<file path="src/rtl/shift_unit_seq.sv">
// Iterative shift/rotate unit: one bit position per clock, start/busy/done handshake.
// cout holds the last bit shifted or rotated out; f holds the result until the next start.
module shift_unit_seq #(
    parameter int unsigned WIDTH = 8,
    parameter int unsigned AMT_W = $clog2(WIDTH) + 1
) (
    input  logic             clk,
    input  logic             rst_n,
    input  logic             start,
    input  logic [WIDTH-1:0] x,
    input  logic [AMT_W-1:0] amount,
    input  logic             dir,
    input  logic [1:0]       mode,
    input  logic             cin,
    output logic             busy,
    output logic             done,
    output logic [WIDTH-1:0] f,
    output logic             cout
);

    typedef enum logic [1:0] {
        StIdle  = 2'd0,
        StShift = 2'd1,
        StDone  = 2'd2
    } state_e;

    localparam logic [1:0] ModeLogical  = 2'b00;
    localparam logic [1:0] ModeArith    = 2'b01;
    localparam logic [1:0] ModeRotate   = 2'b10;
    localparam logic [1:0] ModeRotCarry = 2'b11;

    state_e             state_q, state_d;
    logic [WIDTH-1:0]   f_q, f_d;
    logic               cout_q, cout_d;
    logic [AMT_W-1:0]   cnt_q, cnt_d;
    logic               dir_q, dir_d;
    logic [1:0]         mode_q, mode_d;

    logic               accept;
    logic [WIDTH-1:0]   step_f;
    logic               step_cout;
    logic               fill;

    assign accept = (state_q == StIdle) && start;

    // One-bit step on the latched operation; fill is the bit entering the vacated end.
    always_comb begin
        fill      = 1'b0;
        step_f    = f_q;
        step_cout = cout_q;
        if (!dir_q) begin
            unique case (mode_q)
                ModeLogical:  fill = 1'b0;
                ModeArith:    fill = f_q[WIDTH-1];
                ModeRotate:   fill = f_q[0];
                ModeRotCarry: fill = cout_q;
                default:      fill = 1'b0;
            endcase
            step_f    = {fill, f_q[WIDTH-1:1]};
            step_cout = f_q[0];
        end else begin
            unique case (mode_q)
                ModeLogical:  fill = 1'b0;
                ModeArith:    fill = 1'b0;
                ModeRotate:   fill = f_q[WIDTH-1];
                ModeRotCarry: fill = cout_q;
                default:      fill = 1'b0;
            endcase
            step_f    = {f_q[WIDTH-2:0], fill};
            step_cout = f_q[WIDTH-1];
        end
    end

    // State register and datapath registers.
    always_ff @(posedge clk or negedge rst_n) begin
        if (!rst_n) begin
            state_q <= StIdle;
            f_q     <= '0;
            cout_q  <= 1'b0;
            cnt_q   <= '0;
            dir_q   <= 1'b0;
            mode_q  <= ModeLogical;
        end else begin
            state_q <= state_d;
            f_q     <= f_d;
            cout_q  <= cout_d;
            cnt_q   <= cnt_d;
            dir_q   <= dir_d;
            mode_q  <= mode_d;
        end
    end

    // Next-state logic.
    always_comb begin
        state_d = state_q;
        unique case (state_q)
            StIdle: begin
                if (start) begin
                    state_d = (amount == '0) ? StDone : StShift;
                end
            end
            StShift: begin
                if (cnt_q == AMT_W'(1)) begin
                    state_d = StDone;
                end
            end
            StDone:  state_d = StIdle;
            default: state_d = StIdle;
        endcase
    end

    // Datapath next values: load on accepted start, step while shifting, hold otherwise.
    always_comb begin
        f_d    = f_q;
        cout_d = cout_q;
        cnt_d  = cnt_q;
        dir_d  = dir_q;
        mode_d = mode_q;
        if (accept) begin
            f_d    = x;
            cout_d = cin;
            cnt_d  = amount;
            dir_d  = dir;
            mode_d = mode;
        end else if (state_q == StShift) begin
            f_d    = step_f;
            cout_d = step_cout;
            cnt_d  = cnt_q - AMT_W'(1);
        end
    end

    // Outputs.
    always_comb begin
        busy = (state_q == StShift);
        done = (state_q == StDone);
        f    = f_q;
        cout = cout_q;
    end

endmodule

</file>
<file path="config.mk">
export PLATFORM = sky130hd
export DESIGN_NAME = shift_unit_seq
export DESIGN_NICKNAME = d
export VERILOG_FILES = /design/src/rtl/shift_unit_seq.sv
export SDC_FILE = /design/constraint.sdc
export NUM_CORES = 1
export LEC_CHECK = 0
export ABC_AREA = 1
export BUFFER_PORTS_ARGS = -buffer_cell sky130_fd_sc_hd__buf_2
export CAP_MARGIN = 20
export CORE_MARGIN = 2
export CORE_UTILIZATION = 40
export CTS_CLUSTER_SIZE = 40
export DETAILED_ROUTE_END_ITERATION = 7
export MAX_ROUTING_LAYER = met4
export PLACE_DENSITY = 0.63
export SLEW_MARGIN = 20
export SYNTH_ARGS = -nofsm -noshare
export SYNTH_HDL_FRONTEND = slang
export SYNTH_SLANG_ARGS = --single-unit
export TNS_END_PERCENT = 100
</file>
<file path="constraint.sdc">
create_clock -name clk -period 2.6 [get_ports clk]
set_input_delay 0.52 -clock clk [delete_from_list [all_inputs] [get_ports clk]]
set_output_delay 0.52 -clock clk [all_outputs]
set_load 0.02 [all_outputs]
</file>
# --- Word level (Yosys, flattened, before mapping) ---
# Index checks and enable logic that the tools add are counted.
totals:
  ff_bits: 18
  latch_bits: 0
  ramBits: 0
  mem_bits_ro: 0
  inputBits: 19
  elab_cells: 39
  memories: 0
classes:
  add_sub_neg: 1
  n_mul: 0
  div_mod_pow: 0
  order_cmp: 0
  n_eq_ne: 9
  shifts: 0
  n_mux: 14
  bitwise_logic: 0
  reduce_logical: 8
ops:
  columns: ["operator", "n"]
  rows:
  - ["2-to-1 mux 8 bit", 3]
  - ["2-to-1 mux 4 bit", 2]
  - ["equality test 2 bit, second input constant", 3]
  - ["2-to-1 mux 2 bit", 3]
  - ["one-hot mux 1 bit (3 select lines)", 2]
  - ["equality test 2 x 1 -> 1 bit, second input constant", 2]
  - ["equality test 4 x 1 -> 1 bit, second input constant", 1]
  - ["logical NOT 2 bit", 2]
  - ["logical NOT 4 bit", 1]
  - ["one-hot mux 2 bit (2 select lines)", 1]
  - ["AND reduction 2 bit", 2]
  - ["subtractor 4 x 1 -> 4 bit, second input constant", 1]
  - ["2-to-1 mux 1 bit", 3]
  - ["inequality test 3 bit, second input constant", 1]
  - ["inequality test 2 x 1 -> 1 bit, second input constant", 1]
  - ["inequality test 2 bit, second input constant", 1]
  - ["nonzero test 2 bit", 1]
  - ["OR reduction 2 bit", 1]
  - ["logical AND 1 bit", 1]

# --- Logic depth before layout (Yosys ltp) ---
# Gate-level depths: netlist of the first run.
depth:
  depth_word: 6
  mapped_depth: 8
  mapped_depth_nobuf: 8

# --- Worst setup path after synthesis of the first run ---
# No wires, ideal clock.
synth_timing:
  kind: "register to output"
  startpoint: "register state_q[1]"
  endpoint: "output port done"
  t_arrival_ps: 727
  required_time_ps: 2080
  slack_ps: 1353
  stages_incl_launch_ff: 3
  path_cell_list: "dfrtp_1 -> inv_1 -> nor2_1"
synth_via:
  elab_chain_cells: 1
synth_rtl:
  columns: ["item", "line_no", "text"]
  rows:
  - ["start, declared", "32", "state_e state_q, state_d;"]
  - ["start signal, assigned", "77", "state_q <= StIdle;"]
  - ["start signal, assigned", "84", "state_q <= state_d;"]
  - ["equality test 2 bit", "135", "done = (state_q == StDone);"]
  - ["end, declared", "16", "output logic done,"]
# Every way passes these cells.

# --- Worst setup path after layout of the first run ---
layout_timing:
  startpoint: "register state_q[0]"
  endpoint: "output port busy"
layout_via:
  elab_chain_cells: 1
layout_rtl:
  columns: ["item", "line_no", "text"]
  rows:
  - ["equality test 2 x 1 -> 1 bit", "134", "busy = (state_q == StShift);"]
  - ["end, declared", "15", "output logic busy,"]
# Every way passes these cells.

==> results.py, run 1 <==
metrics = {
    "worst_setup_path": {
        "required_ns": 2.08,
        "crit_path_max_fanout": 8,
        "reg2reg_depth": 7,
        "r2r_start": "state_q[1]$_DFFE_PN0P_",
        "start_kind": "flip-flop",
        "end_kind": "output pin",
        "arrival_ns": 1.20,
        "max_stage_delay_ns": 0.41,
        "critical_path.startpoint": "state_q[0]$_DFFE_PN0P_",
        "critPathKind": "reg2out",
        "crit_chain": "inv_2 > nor2_4 > buf_2",
        "crit_slowest_cell": "dfrtp_1",
    },
    "synth": {
        "avgSynthCellArea_um2": 7.28,
        "syn_area_um2": 1080,
        "synth.distinct_cells": 21,
        "synth_ff_type": "dfrtp_1",
        "yosysMostFrequentCell": "nand2_1",
        "synth-edff-count": 0,
        "synth_fp_nets": 170,
        "synth_commonest_cells": "nand2_1 (55), dfrtp_1 (18), inv_1 (15), nand3_1 (15)",
        "ys_warn_count": 0,
        "synthArstFlopShare": 1.00,
        "yosysTopAreaCell": "dfrtp_1",
        "ys_seq_area_frac": 0.415,
        "yosysTopAreaCellShare": 0.415,
        "yosys-top-cells-area": "dfrtp_1 (42%), nand2_1 (19%), nand3_1 (6.9%)",
        "syn_inst": 149,
        "ys_seq_elements": 18,
    },
    "detailed_routing": {
        "vias_per_cell": 5.00,
        "route.detailed.drc": 0,
        "firstDrtPassIters": 4,
        "vias": 1040,
        "wl_mm": 2.45,
        "drtIter0Drc": 40,
        "drt-wirelength-per-cell_um": 11.8,
        "final_antenna_net_count": 0,
    },
    "sta": {
        "fin_skew_ns": 0.00188,
        "rsz0062_at_grt": "no",
        "max_freq_ghz": 0.583,
        "period_minus_slack_ns": 1.72,
        "slew_headroom": 0.704,
        "fin_crit_sh": 0.660,
        "finalSetupViolCount": 0,
        "slew_violations": 0,
        "tightest_slew_ns": 0.444,
        "hold_viol_final": 0,
        "finalSetupTns_ns": 0,
    },
    "power": {
        "p_leak_nw": 0.701,
        "ir_worst_vdd_mv": 0.625,
        "p_per_area_nw_per_um2": 1270,
    },
    "layout": {
        "drive_gt1_frac": 0.247,
        "area_growth_pct": 16.3,
        "layout.filler_cells": 280,
        "final_util": 0.500,
        "fin_nets": 200,
        "n_antenna_cell": 0,
    },
    "hold_path": {
        "hold_class": "in2async",
    },
    "run": {
        "cap_violations": 0,
    },
    "global_route": {
        "antenna_found_initial": 0,
        "grt_max_degree": 19,
        "grt_overflow": 0,
        "grtUsageTotal": 0.184,
        "grt_pass1_wl_mm": 4.48,
        "grt_pass1_vias": 1034,
    },
    "clock_tree": {
        "clock_latency_ns": 0.30,
        "cts_buffer_depth": 2,
        "clkTransAtPathRegs_ns": 0.11,
        "numCtsBuffers": 3,
        "postCtsSetupBuffers": 0,
        "cts_hold_buf": 0,
        "cts-root-buf": "clkbuf_4",
        "cts_resized": 0,
        "cts_tree": "done",
        "h-tree-depth": 1,
        "clock-sinks": 18,
    },
    "placement": {
        "port_buffers": 29,
        "gp_congestion": 0.847,
        "dp_hpwl_mm": 1.84,
    },
    "floorplan": {
        "die_area_um2": 3140,
        "pin_count": 30,
        "start_util": 0.430,
        "num_rows": 18,
        "fp.dieH_um": 56.1,
        "coreArea_um2": 2520,
        "die_x_um": 56.1,
    },
    "status": {
        "outcome": "complete, no violations",
    },
}
## layout by cell type, fill, tap and decap left out, types with 2 or more instances in the layout
cell type	n
nand2_1	55
buf_2	29
dfrtp_1	18
inv_1	15
nand3_1	15
nor2_1	10
o21ai_0	10
inv_2	4
a21oi_1	4
clkbuf_4	3
nand2_4	2
o21ai_2	2
o211ai_1	2
ha_1	2
## worst max-delay path, delay by kind of cell (launching register included)
family                 cells  cell delay [ns]
AND/OR/NAND/NOR            1             0.20
flip-flops                 1             0.41
buffers and inverters      2             0.28
## layout make-up
type,count,area [µm²],share of cell area
multi-input combinational,108,520,0.413
sequential,18,450,0.357
timing repair buffer,29,145,0.115
inverter,19,71.3,0.0565
tap,30,37.5,0.0298
clock buffer,4,36.3,0.0288
## cells by family (layout without fill, tap and decap cells)
family | Yosys count | in the layout | share of synthesized area
simple gates | 84 | 84 | 0.331
buf+inv | 23 | 52 | 0.105
compound gates | 22 | 22 | 0.126
flops | 18 | 18 | 0.415
fa+ha+maj | 2 | 2 | 0.0231
## power by group
group / total, mW / internal, mW / switching, mW
clock network: 0.180 / 0.0855 / 0.0946
logic: 0.871 / 0.299 / 0.572
registers: 0.549 / 0.416 / 0.133
total: 1.60 / 0.800 / 0.800
## stage by stage
step / hold WS (ns) / worst slack [ns] / area [µm²] / power, mW / std cells
final: 0.130 / 0.885 / 1260 / 1.60 / 208
after global routing: 0.146 / 0.815 / 1260 / 1.78 / 208
after CTS: 0.145 / 0.882 / 1260 / 1.62 / 208
after detailed placement: 0.480 / 1.16 / 1220 / 1.44 / 204
after global placement: 0.481 / 1.19 / 1220 / 1.42 / 204
after floorplan: 0.224 / 1.35 / 1080 / 1.24 / 149
## sequential cells by signal, indices dropped and copies added, names as in the netlist
register / count
cnt_q: 4
cout: 1
dir_q: 1
f: 8
mode_q: 2
state_q: 2
## metal layers
| metal | wire length (µm) | part of all wire | global-route usage | vias up |
|---|---|---|---|---|
| met2 | 1210 | 0.49 | 0.306 | 27 |
| li1 | - | - | - | 531 |
| met1 | 1100 | 0.45 | 0.218 | 477 |
| met3 | 103 | 0.042 | 0.0349 | 5 |
| met4 | 36 | 0.015 | 0.0748 | 0 |
| met5 | 0 | 0 | - | - |
## worst paths after layout
check,endpoint,slack [ns]
worst max register to register,f[0]$_DFFE_PN0P_,1.16
max in group asynchronous,state_q[1]$_DFFE_PN0P_,2.19
worst max-delay path,busy,0.88
worst min register to register,cout$_DFFE_PN0P_,0.53
min in group clk,mode_q[1]$_DFFE_PN0P_,0.41
worst min-delay path,f[4]$_DFFE_PN0P_,0.13
Power figures use the tool's default switching activity.
==> run 2: changes to the inputs <==
- clock period: 2.6 -> 1.65 ns (I/O delays scaled with it)
==> results.py, run 2 (synthesized netlist as in run 1, its figures left out) <==
metrics = {
    "floorplan": {
        "start_util": 0.430,
        "die_area_um2": 3140,
        "pin_count": 30,
        "die_x_um": 56.1,
        "num_rows": 18,
        "fp.dieH_um": 56.1,
        "coreArea_um2": 2520,
    },
    "status": {
        "outcome": "complete, no violations",
    },
    "clock_tree": {
        "postCtsSetupBuffers": 0,
        "clock_latency_ns": 0.29,
        "cts-root-buf": "clkbuf_4",
        "h-tree-depth": 1,
        "numCtsBuffers": 3,
        "cts_hold_buf": 1,
        "cts_buffer_depth": 2,
        "clkTransAtPathRegs_ns": 0.10,
        "cts_tree": "done",
        "clock-sinks": 18,
        "cts_resized": 0,
    },
    "sta": {
        "tightest_slew_ns": 0.453,
        "max_freq_ghz": 0.673,
        "slew_violations": 0,
        "period_minus_slack_ns": 1.49,
        "fin_crit_sh": 0.901,
        "rsz0062_at_grt": "no",
        "finalSetupTns_ns": 0,
        "finalSetupViolCount": 0,
        "fin_skew_ns": 0.00715,
        "slew_headroom": 0.698,
        "hold_viol_final": 0,
    },
    "worst_setup_path": {
        "arrival_ns": 1.16,
        "crit_slowest_cell": "dfrtp_1",
        "start_kind": "flip-flop",
        "crit_path_max_fanout": 8,
        "required_ns": 1.32,
        "max_stage_delay_ns": 0.44,
        "crit_chain": "nor2_4 > buf_2",
        "critPathKind": "reg2out",
        "end_kind": "output pin",
    },
    "global_route": {
        "gr-usage-met1": 0.199,
        "grt_pass1_vias": 926,
        "use_met3": 0.0535,
        "grt_overflow": 0,
        "grtUsageTotal": 0.168,
        "antenna_found_initial": 0,
        "gr-usage-met2": 0.279,
        "grt_max_degree": 19,
        "busiest_layer": "met2",
        "grt_pass1_wl_mm": 4.03,
    },
    "layout": {
        "n_antenna_cell": 0,
        "fin_nets": 201,
        "layout.cells.most_common_list": "nand2_1 (55), buf_2 (29), dfrtp_1 (18)",
        "area_growth_pct": 15.9,
        "layout_commonest_cell": "nand2_1",
        "drive_gt1_frac": 0.242,
        "largest_reg_flops": 8,
    },
    "power": {
        "p_switching_mw": 1.24,
        "sequentialPowerShare": 0.349,
        "p_per_area_nw_per_um2": 1950,
        "p_leak_nw": 0.698,
        "internal_power_mw": 1.21,
        "ir_worst_vdd_mv": 0.973,
        "switching_share": 0.507,
        "power_frac_clock": 0.091,
        "combinationalPowerShare": 0.560,
        "p_total_mw": 2.45,
    },
    "detailed_routing": {
        "final_antenna_net_count": 0,
        "route.detailed.drc": 0,
        "vias": 1016,
        "vias_per_cell": 4.88,
        "wl_mm": 2.43,
        "firstDrtPassIters": 4,
        "drt-wirelength-per-cell_um": 11.7,
        "drtIter0Drc": 25,
    },
    "placement": {
        "dp_hpwl_mm": 1.78,
        "gp_congestion": 0.878,
        "port_buffers": 29,
    },
    "hold_path": {
        "hold_class": "in2reg",
    },
    "run": {
        "cap_violations": 0,
    },
}
[run 2: power groups by stage]
stage          combinational (mW)  sequential (mW)  clock (mW)
2_1_floorplan                1.03            0.925           0
3_3_place_gp                 1.37            0.862           0
3_5_place_dp                 1.38            0.867           0
4_1_cts                      1.39            0.857       0.237
5_1_grt                      1.57            0.887       0.249
6_report                     1.37            0.856       0.223
[run 2: through the flow]
| step | util | hold WS (ns) | cells | setup WS (ns) | area [µm²] |
|---|---|---|---|---|---|
| finish | 0.499 | 0.238 | 208 | 0.164 | 1260 |
| global placement | 0.486 | 0.289 | 204 | 0.326 | 1220 |
| global route | 0.499 | 0.227 | 208 | 0.105 | 1260 |
| floorplan | - | 0.0344 | 149 | 0.449 | 1080 |
| detailed placement | 0.486 | 0.289 | 204 | 0.272 | 1220 |
| CTS | 0.499 | 0.224 | 208 | 0.146 | 1260 |
[run 2: final cells by class]
class,instances,area (µm²)
flip-flops and latches,18,450
repair buffers,30,155
multi-input cells,108,520
fillers,255,1260
clock buffers,3,22.5
well taps,30,37.5
inverters,19,71.3
[run 2: final timing paths]
kind / from / to / slack (ns) / cells after the start
worst max-delay path: state_q[1]$_DFFE_PN0P_ / busy / 0.16 / 2
worst min-delay path: mode[1] / mode_q[1]$_DFFE_PN0P_ / 0.24 / 3
worst max register to register: state_q[1]$_DFFE_PN0P_ / cout$_DFFE_PN0P_ / 0.26 / 6
worst min register to register: cnt_q[3]$_DFFE_PN0P_ / cnt_q[3]$_DFFE_PN0P_ / 0.54 / 2
max in group asynchronous: rst_n / cnt_q[3]$_DFFE_PN0P_ / 0.86 / 2
min in group asynchronous: rst_n / f[3]$_DFFE_PN0P_ / 0.48 / 2
[run 2: metal layers]
| layer | share of wire | routed length [µm] | vias to the layer above |
|---|---|---|---|
| met5 | 0 | 0 | - |
| met4 | 0.0078 | 19 | 0 |
| met3 | 0.048 | 116 | 2 |
| met2 | 0.48 | 1170 | 20 |
| met1 | 0.46 | 1130 | 463 |
| li1 | - | - | 531 |
[run 2: critical path: cells and delay by family (launching register included)]
family / cells / cell delay, ns
buf+inv: 1 / 0.20
flops: 1 / 0.44
simple gates: 1 / 0.23
==> run 3: changes to the inputs <==
- CORE_ASPECT_RATIO: unset -> 0.7
==> results.py, run 3 (synthesized netlist as in run 1, its figures left out) <==
metrics = {
    "layout": {
        "area_growth_pct": 17.9,
        "drive_gt1_frac": 0.247,
        "layout.cells.most_common_list": "nand2_1 (55), buf_2 (29), dfrtp_1 (18)",
        "layout_commonest_cell": "nand2_1",
        "fin_nets": 201,
        "n_antenna_cell": 0,
        "largest_reg_flops": 8,
    },
    "sta": {
        "fin_skew_ns": 0.00416,
        "finalSetupTns_ns": 0,
        "fin_crit_sh": 0.892,
        "finalSetupViolCount": 0,
        "rsz0062_at_grt": "no",
        "slew_violations": 0,
        "tightest_slew_ns": 0.420,
        "fin_hold_ws_ns": -0.000707,
        "slew_headroom": 0.720,
        "period_minus_slack_ns": 1.47,
        "max_freq_ghz": 0.679,
        "hold_viol_final": 2,
    },
    "worst_setup_path": {
        "crit_chain": "nor2_4 > buf_2",
        "max_stage_delay_ns": 0.43,
        "r2r_start": "state_q[1]$_DFFE_PN0P_",
        "crit_slowest_cell": "dfrtp_1",
        "start_kind": "flip-flop",
        "critical_path.startpoint": "state_q[1]$_DFFE_PN0P_",
        "arrival_ns": 1.14,
        "end_kind": "output pin",
        "reg2reg_depth": 7,
        "required_ns": 1.32,
        "crit_path_max_fanout": 8,
        "critPathKind": "reg2out",
    },
    "global_route": {
        "grt_pass1_vias": 853,
        "gr-usage-met1": 0.264,
        "busiest_layer": "met1",
        "grt_pass1_wl_mm": 4.08,
        "grt_max_degree": 19,
        "antenna_found_initial": 0,
        "gr-usage-met2": 0.252,
        "grtUsageTotal": 0.184,
        "use_met3": 0.0565,
        "grt_overflow": 0,
    },
    "clock_tree": {
        "h-tree-depth": 1,
        "postCtsSetupBuffers": 0,
        "clkTransAtPathRegs_ns": 0.07,
        "cts_buffer_depth": 2,
        "clock_latency_ns": 0.25,
        "numCtsBuffers": 3,
        "cts_tree": "done",
        "cts_hold_buf": 0,
        "cts_resized": 0,
        "clock-sinks": 18,
        "cts-root-buf": "clkbuf_8",
    },
    "detailed_routing": {
        "wl_mm": 2.52,
        "vias_per_cell": 4.72,
        "drtIter0Drc": 63,
        "drt-wirelength-per-cell_um": 11.9,
        "vias": 1001,
        "route.detailed.drc": 0,
        "final_antenna_net_count": 0,
        "firstDrtPassIters": 6,
    },
    "placement": {
        "port_buffers": 29,
        "dp_hpwl_mm": 1.82,
        "gp_congestion": 0.810,
    },
    "status": {
        "outcome": "finished with violations",
        "violations": "negative hold slack",
    },
    "floorplan": {
        "coreArea_um2": 2510,
        "die_area_um2": 3150,
        "die_x_um": 66.2,
        "fp.dieH_um": 47.6,
        "pin_count": 30,
        "start_util": 0.431,
        "num_rows": 15,
    },
    "run": {
        "cap_violations": 0,
    },
    "power": {
        "p_total_mw": 2.58,
        "p_per_area_nw_per_um2": 2020,
        "ir_worst_vdd_mv": 0.680,
        "p_leak_nw": 0.706,
    },
    "hold_path": {
        "hold_class": "in2async",
    },
}
## run 3: cell count changes in the layout (fill, tap and decap cells not counted)
cell,before,now
dlygate4sd3_1,1,0
buf_4,0,1
clkbuf_8,0,3
clkbuf_4,3,0
## run 3: report_power, final
group	leakage [nW]	internal (mW)	switching, mW
clock network	0.0216	0.162	0.146
registers	0.222	0.657	0.196
logic	0.463	0.484	0.935
## run 3: path summary, 6_finish.rpt
path	end	slack (ns)
setup / recovery	busy	0.18
hold / removal	cnt_q[0]$_DFFE_PN0P_	-0.0007
setup reg to reg	f[0]$_DFFE_PN0P_	0.25
hold reg to reg	cnt_q[3]$_DFFE_PN0P_	0.53
max in group asynchronous	dir_q$_DFFE_PN0P_	1.35
min in group clk	mode_q[1]$_DFFE_PN0P_	0.27
## run 3: metrics by stage
step           cells  hold WS, ns   util  setup WS (ns)  instance area (µm²)
5_1_grt          212       0.0295  0.508         0.0807                 1280
3_5_place_dp     209        0.294  0.492          0.240                 1240
6_report         212    -0.000707  0.508          0.178                 1280
2_1_floorplan    149       0.0344      -          0.449                 1080
3_3_place_gp     209        0.292  0.492          0.322                 1240
4_1_cts          212       0.0143  0.508          0.171                 1280
## run 3: cell type report
| class | instances | area (µm²) |
|---|---|---|
| multi-input combinational | 108 | 520 |
| clock buffer | 3 | 41.3 |
| tap | 34 | 42.5 |
| timing repair buffer | 30 | 153 |
| fill | 263 | 1240 |
| sequential | 18 | 450 |
| inverter | 19 | 71.3 |
## run 3: routing by layer
metal	vias up	wire (µm)
li1	529	-
met1	440	1310
met2	30	1060
met3	2	146
met4	0	10
met5	-	0
## run 3: critical path, delay by kind of cell, from the launching register on
| family | cells | cell delay, ns |
|---|---|---|
| buffers and inverters | 1 | 0.21 |
| AND/OR/NAND/NOR | 1 | 0.25 |
| flip-flops | 1 | 0.43 |
